$ cat src/rtl/mm_operand_loader.sv
`default_nettype none
// ============================================================================
// Module      : mm_operand_loader
// Description : Serial-to-parallel operand stage for the 3x3-by-3x1 matrix
//               multiplier. Collects twelve signed elements (A row-major,
//               then B) from a valid/ready stream and holds them as
//               registered parallel operands under an op_valid/op_ready
//               handshake.
// Option      : MM_LOADER_SOF_EN adds in_sof (frame restart) and frame_err.
// Revision    : 1.0 - initial release
// ============================================================================

`ifndef FACTOR_WIDTH_DEFAULT
`define FACTOR_WIDTH_DEFAULT 8
`endif

module mm_operand_loader #(
  parameter int NBITS = `FACTOR_WIDTH_DEFAULT
) (
  input  logic                    clk,
  input  logic                    rst,
  input  logic signed [NBITS-1:0] in_data,
  input  logic                    in_valid,
  output logic                    in_ready,
  output logic signed [NBITS-1:0] A_11,
  output logic signed [NBITS-1:0] A_12,
  output logic signed [NBITS-1:0] A_13,
  output logic signed [NBITS-1:0] A_21,
  output logic signed [NBITS-1:0] A_22,
  output logic signed [NBITS-1:0] A_23,
  output logic signed [NBITS-1:0] A_31,
  output logic signed [NBITS-1:0] A_32,
  output logic signed [NBITS-1:0] A_33,
  output logic signed [NBITS-1:0] B_11,
  output logic signed [NBITS-1:0] B_21,
  output logic signed [NBITS-1:0] B_31,
  output logic                    op_valid,
  input  logic                    op_ready
`ifdef MM_LOADER_SOF_EN
  ,
  input  logic                    in_sof,
  output logic                    frame_err
`endif
);

  localparam logic [0:0] c_LOAD     = 1'b0;
  localparam logic [0:0] c_FULL     = 1'b1;
  localparam logic [3:0] c_LAST_IDX = 4'd11;
  localparam int         c_NUM_ELEM = 12;

  logic [0:0]              r_state;
  logic [3:0]              r_idx;
  logic signed [NBITS-1:0] r_op [0:c_NUM_ELEM-1];

  logic       w_accept;
  logic [3:0] w_wr_idx;
  logic [3:0] w_next_idx;
  logic       w_last;

  assign w_accept = in_valid && (r_state == c_LOAD);

  // Resolve which operand slot this accept targets and where idx goes next
  always_comb begin
    w_wr_idx = r_idx;
`ifdef MM_LOADER_SOF_EN
    // A start-of-frame word always lands in A_11, restarting the frame
    if (in_sof) begin
      w_wr_idx = 4'd0;
    end
`endif
    w_next_idx = (w_wr_idx == c_LAST_IDX) ? 4'd0 : (w_wr_idx + 4'd1);
    w_last     = w_accept && (w_wr_idx == c_LAST_IDX);
  end

  // Frame state and element index; FULL is left only when downstream consumes
  always_ff @(posedge clk or posedge rst) begin
    if (rst) begin
      r_state <= c_LOAD;
      r_idx   <= 4'd0;
    end else if (r_state == c_LOAD) begin
      if (w_accept) begin
        r_idx <= w_next_idx;
      end
      if (w_last) begin
        r_state <= c_FULL;
      end
    end else begin
      if (op_ready) begin
        r_state <= c_LOAD;
      end
    end
  end

  // Operand registers: only the addressed slot is written on an accept
  always_ff @(posedge clk or posedge rst) begin
    if (rst) begin
      for (int k = 0; k < c_NUM_ELEM; k++) begin
        r_op[k] <= '0;
      end
    end else if (w_accept) begin
      for (int k = 0; k < c_NUM_ELEM; k++) begin
        if (w_wr_idx == 4'(k)) begin
          r_op[k] <= in_data;
        end
      end
    end
  end

`ifdef MM_LOADER_SOF_EN
  logic r_frame_err;

  // One-cycle pulse when a start-of-frame word abandons a partial frame
  always_ff @(posedge clk or posedge rst) begin
    if (rst) begin
      r_frame_err <= 1'b0;
    end else begin
      r_frame_err <= w_accept && in_sof && (r_idx != 4'd0);
    end
  end

  assign frame_err = r_frame_err;
`endif

  // Handshake outputs come straight from the state register
  assign in_ready = (r_state == c_LOAD);
  assign op_valid = (r_state == c_FULL);

  assign A_11 = r_op[0];
  assign A_12 = r_op[1];
  assign A_13 = r_op[2];
  assign A_21 = r_op[3];
  assign A_22 = r_op[4];
  assign A_23 = r_op[5];
  assign A_31 = r_op[6];
  assign A_32 = r_op[7];
  assign A_33 = r_op[8];
  assign B_11 = r_op[9];
  assign B_21 = r_op[10];
  assign B_31 = r_op[11];

endmodule

`default_nettype wire

$ cat config.mk
export PLATFORM = sky130hd
export DESIGN_NAME = mm_operand_loader
export DESIGN_NICKNAME = d
export VERILOG_FILES = /design/src/rtl/mm_operand_loader.sv
export SDC_FILE = /design/constraint.sdc
export NUM_CORES = 1
export LEC_CHECK = 0
export CAP_MARGIN = 20
export CORE_MARGIN = 2
export CORE_UTILIZATION = 45
export CTS_CLUSTER_SIZE = 12
export DETAILED_ROUTE_END_ITERATION = 10
export PLACE_DENSITY = 0.84
export SLEW_MARGIN = 20
export SYNTH_ARGS = -nofsm -noshare
export SYNTH_HDL_FRONTEND = slang
export SYNTH_SLANG_ARGS = --single-unit
export TNS_END_PERCENT = 30
$ cat constraint.sdc
create_clock -name clk -period 3.9 [get_ports clk]
set_input_delay 0.78 -clock clk [delete_from_list [all_inputs] [get_ports clk]]
set_output_delay 0.78 -clock clk [all_outputs]
set_load 0.01 [all_outputs]
==> results of run 1 <==
[worst max-delay path by stage]
stage             start        to  slack, ns
5_1_grt        op_valid  op_valid       1.38
6_report       op_valid  op_valid       1.46
3_5_place_dp   in_valid   B_11[0]       1.24
2_1_floorplan       rst   A_11[0]       0.47
4_1_cts        op_valid  op_valid       1.43
3_3_place_gp   in_valid   B_11[0]       1.25
[sequential cells by signal, summed over array words and instances, names as in the netlist]
name and flops:
A_22 8, B_21 8, A_23 8, r_idx 4, A_31 8, A_21 8, op_valid 1, A_33 8
A_32 8, A_13 8, A_12 8, A_11 8, B_11 8, B_31 8
[Yosys cell counts]
| master | instances |
|---|---|
| mux2_2 | 97 |
| ha_1 | 4 |
| nand2_4 | 1 |
| a211oi_1 | 1 |
| buf_2 | 3 |
| nor4b_4 | 3 |
| nand3b_1 | 1 |
| dfrtp_1 | 101 |
| o21ai_0 | 2 |
| nand2b_1 | 1 |
| nand2_1 | 2 |
| a21o_1 | 1 |
| nor2b_1 | 1 |
| nand3_1 | 4 |
| and2b_1 | 1 |
| nand2_2 | 4 |
| nor2_1 | 2 |
| nor3b_1 | 1 |
| nor4_4 | 1 |
| o21bai_1 | 1 |
| inv_1 | 5 |
| o211ai_1 | 1 |
| clkbuf_1 | 8 |
| and4bb_2 | 1 |
[cells by family (layout without fill, tap and decap cells)]
| family | Yosys count | in the layout | share of synthesized area (%) |
|---|---|---|---|
| flip-flops | 101 | 101 | 63.42 |
| multiplexers | 97 | 97 | 27.41 |
| adder cells (fa/ha/maj) | 4 | 4 | 1.256 |
| AO/OA/AOI/OAI | 6 | 6 | 1.005 |
| AND/OR/NAND/NOR | 23 | 23 | 5.307 |
| buffers and inverters | 16 | 131 | 1.601 |
[cell type report]
cell class              instances  area, µm²
repair buffers                110       1111
clock inverters                 4      31.28
well taps                     108      135.1
clock buffers                  12      155.1
fillers                       673       3261
inverters                       5      21.27
multi-input cells             130       1394
flip-flops and latches        101       2527
[layer usage]
| metal | track usage [%] | routed length (µm) | vias to the layer above |
|---|---|---|---|
| li1 | - | - | 1082 |
| met1 | 25.05 | 3798 | 1290 |
| met2 | 31.51 | 4509 | 72 |
| met3 | 4.653 | 491 | 13 |
| met4 | 6.517 | 140 | 0 |
| met5 | 0 | 0 | - |
[power groups by stage]
stage / clock network [mW] / registers, mW / logic [mW]
global placement: 0 / 1.85 / 1.98
detailed placement: 0 / 1.87 / 2.03
global route: 0.677 / 1.92 / 2.14
floorplan: 0 / 2.03 / 0.716
CTS: 0.639 / 1.85 / 2.04
finish: 0.619 / 1.85 / 2.01
[stage by stage]
step	instances	util, %	setup slack [ns]	total power [mW]
floorplan	247	-	0.4729	2.748
global placement	454	60.08	1.251	3.830
detailed placement	454	60.08	1.237	3.908
CTS	470	62.24	1.429	4.536
global route	470	62.24	1.379	4.736
finish	470	62.24	1.455	4.482
==> results.md, run 1 <==
* CP Buf/Inv Count at 1
* Most frequent cells in the layout: clkdlybuf4s50_1 (109), dfrtp_1 (101), mux2_2 (97)
* DR WL/cell at about 19 µm
* Fmax at roughly 410 MHz
* Design area at roughly 0.0054 mm²
* Worst-margin pin slew at approximately 0.7 ns
* Fin. Hold Viols at 0
* Reg-to-Reg End: B_31[3]
* DR iter-0 viols at 70
* Die Wd at approximately 98 µm
* H-tree levels at 3
* P_leak at 2.324 nW
* Die Height at roughly 98 µm
* Yosys top cell by area: dfrtp_1
* Hold Startpoint: A_23[2]
* Vias in the first global route at 2598
* Final #Nets at around 370
* Die Area at 0.009625 mm²
* Max_slew headroom at between 50% and 60%
* Cell family with most CP delay: flip-flops
* Post-synthesis cell area at 0.003985 mm²
* Final setup viols at 0
* Clock Pin Slew Worst Setup and Hold Paths at approximately 0.10 ns
* Final worst-path cycle share at a little over three fifths
* CTS tree: done
* Net Sw Frac at between 30% and 40%
* Total track usage at a little under a fifth
* Setup Skew at roughly 0.013 ns
* First drt pass iteration count at 4
* Root Driver: clkbuf_8
* Detail Placement HPWL at 6.042 mm
* DRC violations left at 0
* Combinational fraction of design power at 44.9%
* Worst path depth at 1
* TritonCTS Buffers at 9
* R2r startpoint: r_idx[0]
* Clk sinks at roughly 100
* Clk buf depth at 2
* Layout cells sized above 1 at 34.25%
* WHS Endpoint: A_23[2]
* Net count after synthesis at about 260
* Largest net degree at the start of global routing at 58
* Post-CTS Setup Repair Bufs at 0
* Flops & latches, synth at 101
* Register-to-register setup slack at 1.91 ns
* Fin Setup TNS at 0 ns
* CP max-delay cell: dfrtp_1
* Top post-synthesis cells by area: dfrtp_1 (63%), mux2_2 (27%), nor4b_4 (1.8%)
* Sequential area share after synthesis at a little under two thirds
* I/O Buffers at about 110
* Inserted Diodes at 0
* Critical path launch point type: register
* Initial antenna violation count at 0
* Most common cell after layout, fill and taps aside: clkdlybuf4s50_1
* Worst setup EP type: output pin
* Final worst path period need at roughly 2.4 ns
* RePlAce Congestion at between 0.7 and 0.8
* Cts repair resizes at 0
* Yosys warning total at 0
* Status: completed
* Worst Reg-to-Reg Cells at 4
* Hold slack at slightly above 0.5 ns
* Initial Utilization at 46.15%
* Max-cap viol count at 0
* CP cell instances: clkdlybuf4s50_1
* Clk Latency, worst-skew pair at approximately 0.36 ns
* CTS Hold Bufs at 0
* Max-slew violations at 0
* Routed wire length at between 8 and 9 mm
* Arrival time worst endpoint at roughly 1.7 ns
* Worst hold path stage count at 1
* Avg Cell Area, Syn at roughly 16 µm²
* Internal Pwr Total at about 3.1 mW
* Max incr delay on CP at around 0.67 ns
* # rows at 34
* Power Dens Cells at 833.9 mW/mm²
* Critical Path RT at 3.12 ns
* Vias at approximately 2500
* Synthesized instance count at roughly 250
* Clock network power share at between 10% and 20%
* Area grow syn2layout at 34.88%
* Max VDD drop at 0.0004084 V
* Routed vias/inst at 5.228
* Placement Cell Area at 0.005189 mm²
* RSZ-0062 raised after global routing: no
* ANT nets after route at 0
* I/O Pins at 110
* Max FO, Critical Path at 10
* Reg power frac at about two fifths
* Hold WC Path Type: register to register
* Kind of critical path: register to output pin
* GRT overflow at 0
* Switch Pwr at approximately 1.4 mW
* Core Area at approximately 0.0086 mm²
* Netlist cell types at 24
* Top cell type's share of synthesized area at between 60% and 70%
* Global-route wire length before repair at roughly 14 mm
Note: power is estimated with default switching activity, not from simulation.
==> run 2, diff against run 1 <==
- clock period: 3.9 -> 2.4 ns (I/O delays scaled with it)
==> results.md, run 2 (synthesis results as in run 1) <==
* Final worst path period need at approximately 2.1 ns
* Largest net degree at the start of global routing at 102 (was 58)
* Die Wd at 98.11 µm (unchanged)
* Setup Skew at 0.01226 ns (was 0.01313 ns)
* CP max-delay cell: dfrtp_1 (unchanged)
* Register-to-register setup slack at 0.60 ns (was 1.91 ns)
* Fin Setup TNS at 0 ns (unchanged)
* Max incr delay on CP at 0.67 ns (about the same)
* Fill count at 689 (was 673)
* I/O Buffers at 109 (unchanged)
* Global-route wire length before repair at 14.03 mm (was 14.04 mm)
* H-tree levels at 3 (unchanged)
* # rows at 34 (unchanged)
* Vias in the first global route at 2612 (was 2598)
* Critical Path RT at 1.92 ns (was 3.12 ns)
* Root Driver: clkbuf_8 (unchanged)
* CTS Hold Bufs at 0 (unchanged)
* Worst setup EP type: output pin (unchanged)
* Most common cell after layout, fill and taps aside: clkdlybuf4s50_1 (unchanged)
* Max_slew headroom at 55.73% (was 53.97%)
* CTS tree: done (unchanged)
* Final setup viols at 0 (unchanged)
* Die Height at 98.11 µm (unchanged)
* Hold WC Path Type: register to register (unchanged)
* DR WL/cell at 18.65 µm (was 19.02 µm)
* DR iter-0 viols at 134 (was 70)
* Worst-margin pin slew at 0.6619 ns (was 0.6853 ns)
* GRT overflow at 0 (unchanged)
* Total track usage at 18.72% (was 19.15%)
* Final worst-path cycle share at about 89%
* Max VDD drop at 0.0006810 V (was 0.0004084 V)
* Cts repair resizes at 0 (unchanged)
* Fmax at 469.2 MHz
* Clock Pin Slew Worst Setup and Hold Paths at 0.10 ns (about the same)
* DRC violations left at 0 (unchanged)
* TritonCTS Buffers at 9 (unchanged)
* Final #Nets at 377 (was 373)
* Max FO, Critical Path at 10 (unchanged)
* RePlAce Congestion at 0.7547 (was 0.7566)
* Clk Latency, worst-skew pair at 0.35 ns (was 0.36 ns)
* Initial Utilization at 46.15% (unchanged)
* Post-CTS Setup Repair Bufs at 0 (unchanged)
* Inserted Diodes at 0 (unchanged)
* Routed vias/inst at 5.129 (was 5.228)
* First drt pass iteration count at 4 (unchanged)
* Max-cap viol count at 0 (unchanged)
* Clk sinks at 101 (unchanged)
* Place WS at 0.1909 ns (was 1.237 ns)
* Detail Placement HPWL at 5.817 mm (was 6.042 mm)
* RSZ-0062 raised after global routing: no (unchanged)
* Cell family with most CP delay: flip-flops (unchanged)
* Core Area at 0.008636 mm² (unchanged)
* Final WS setup at 0.2685 ns (was 1.455 ns)
* Routed wire length at 8.821 mm (was 8.938 mm)
* Layout cells sized above 1 at 34.52% (was 34.25%)
* Critical path launch point type: register (unchanged)
* I/O Pins at 110 (unchanged)
* Vias at 2426 (was 2457)
* Power Dens Cells at 1355 mW/mm² (was 833.9 mW/mm²)
* Max-slew violations at 0 (unchanged)
* Area grow syn2layout at 35.54% (was 34.88%)
* ANT nets after route at 0 (unchanged)
* Fin. Hold Viols at 0 (unchanged)
* CP Buf/Inv Count at 1 (unchanged)
* Kind of critical path: register to output pin (unchanged)
* Status: completed (unchanged)
* Initial antenna violation count at 0 (unchanged)
* CP cell instances: clkdlybuf4s50_1 (unchanged)
* Hold slack at 0.5097 ns (was 0.5122 ns)
* Arrival time worst endpoint at 1.65 ns (was 1.66 ns)
* P_leak at 2.330 nW (was 2.324 nW)
* Clk buf depth at 2 (unchanged)
* Most frequent cells in the layout: clkdlybuf4s50_1 (109), dfrtp_1 (101), mux2_2 (97) (unchanged)
* Die Area at 0.009625 mm² (unchanged)
-- run 2: changes by cell type in the layout (fill, tap and decap cells not counted), sizes merged --
cell and delta:
bufinv +1, clkinvlp +3, clkbuf -1, clkinv -2, buf +4, inv -2
-- run 2: area by class of cell --
cell class / instances / area [µm²] / share of cell area (%)
clock inverters: 4 / 50.05 / 0.9266
flip-flops and latches: 101 / 2527 / 46.79
inverters: 5 / 22.52 / 0.4170
repair buffers: 114 / 1141 / 21.13
multi-input cells: 130 / 1394 / 25.81
clock buffers: 11 / 131.4 / 2.432
well taps: 108 / 135.1 / 2.502
-- run 2: per-layer routing --
metal,vias to the layer above,global-route usage [%],share of wire (%)
met3,10,4.366,4.6
met4,0,5.769,2.0
met1,1253,25.75,45
met2,65,29.82,48
li1,1098,-,-
met5,-,0,0
-- run 2: per-stage QoR --
step | power [mW] | instance area [µm²] | instances | util, %
2_1_floorplan | 4.466 | 3989 | 247 | -
3_3_place_gp | 6.234 | 5220 | 458 | 60.45
3_5_place_dp | 6.360 | 5220 | 458 | 60.45
4_1_cts | 7.403 | 5401 | 473 | 62.55
5_1_grt | 7.731 | 5401 | 473 | 62.55
6_report | 7.317 | 5401 | 473 | 62.55
-- run 2: where the power goes --
part | total (mW) | leakage [nW] | switching, mW | internal [mW]
logic | 3.29 | 0.998 | 1.19 | 2.09
clock network | 1.03 | 0.0854 | 0.554 | 0.477
registers | 3.00 | 1.25 | 0.494 | 2.51
-- run 2: path summary, 6_finish.rpt --
kind | from | end | cells after the start
max in group asynchronous | rst | B_11[1] | 3
setup / recovery | op_valid | op_valid | 1
setup reg to reg | r_idx[0] | A_21[4] | 4
hold reg to reg | A_23[5] | A_23[5] | 1
min in group asynchronous | rst | A_23[4] | 3
hold / removal | A_23[5] | A_23[5] | 1
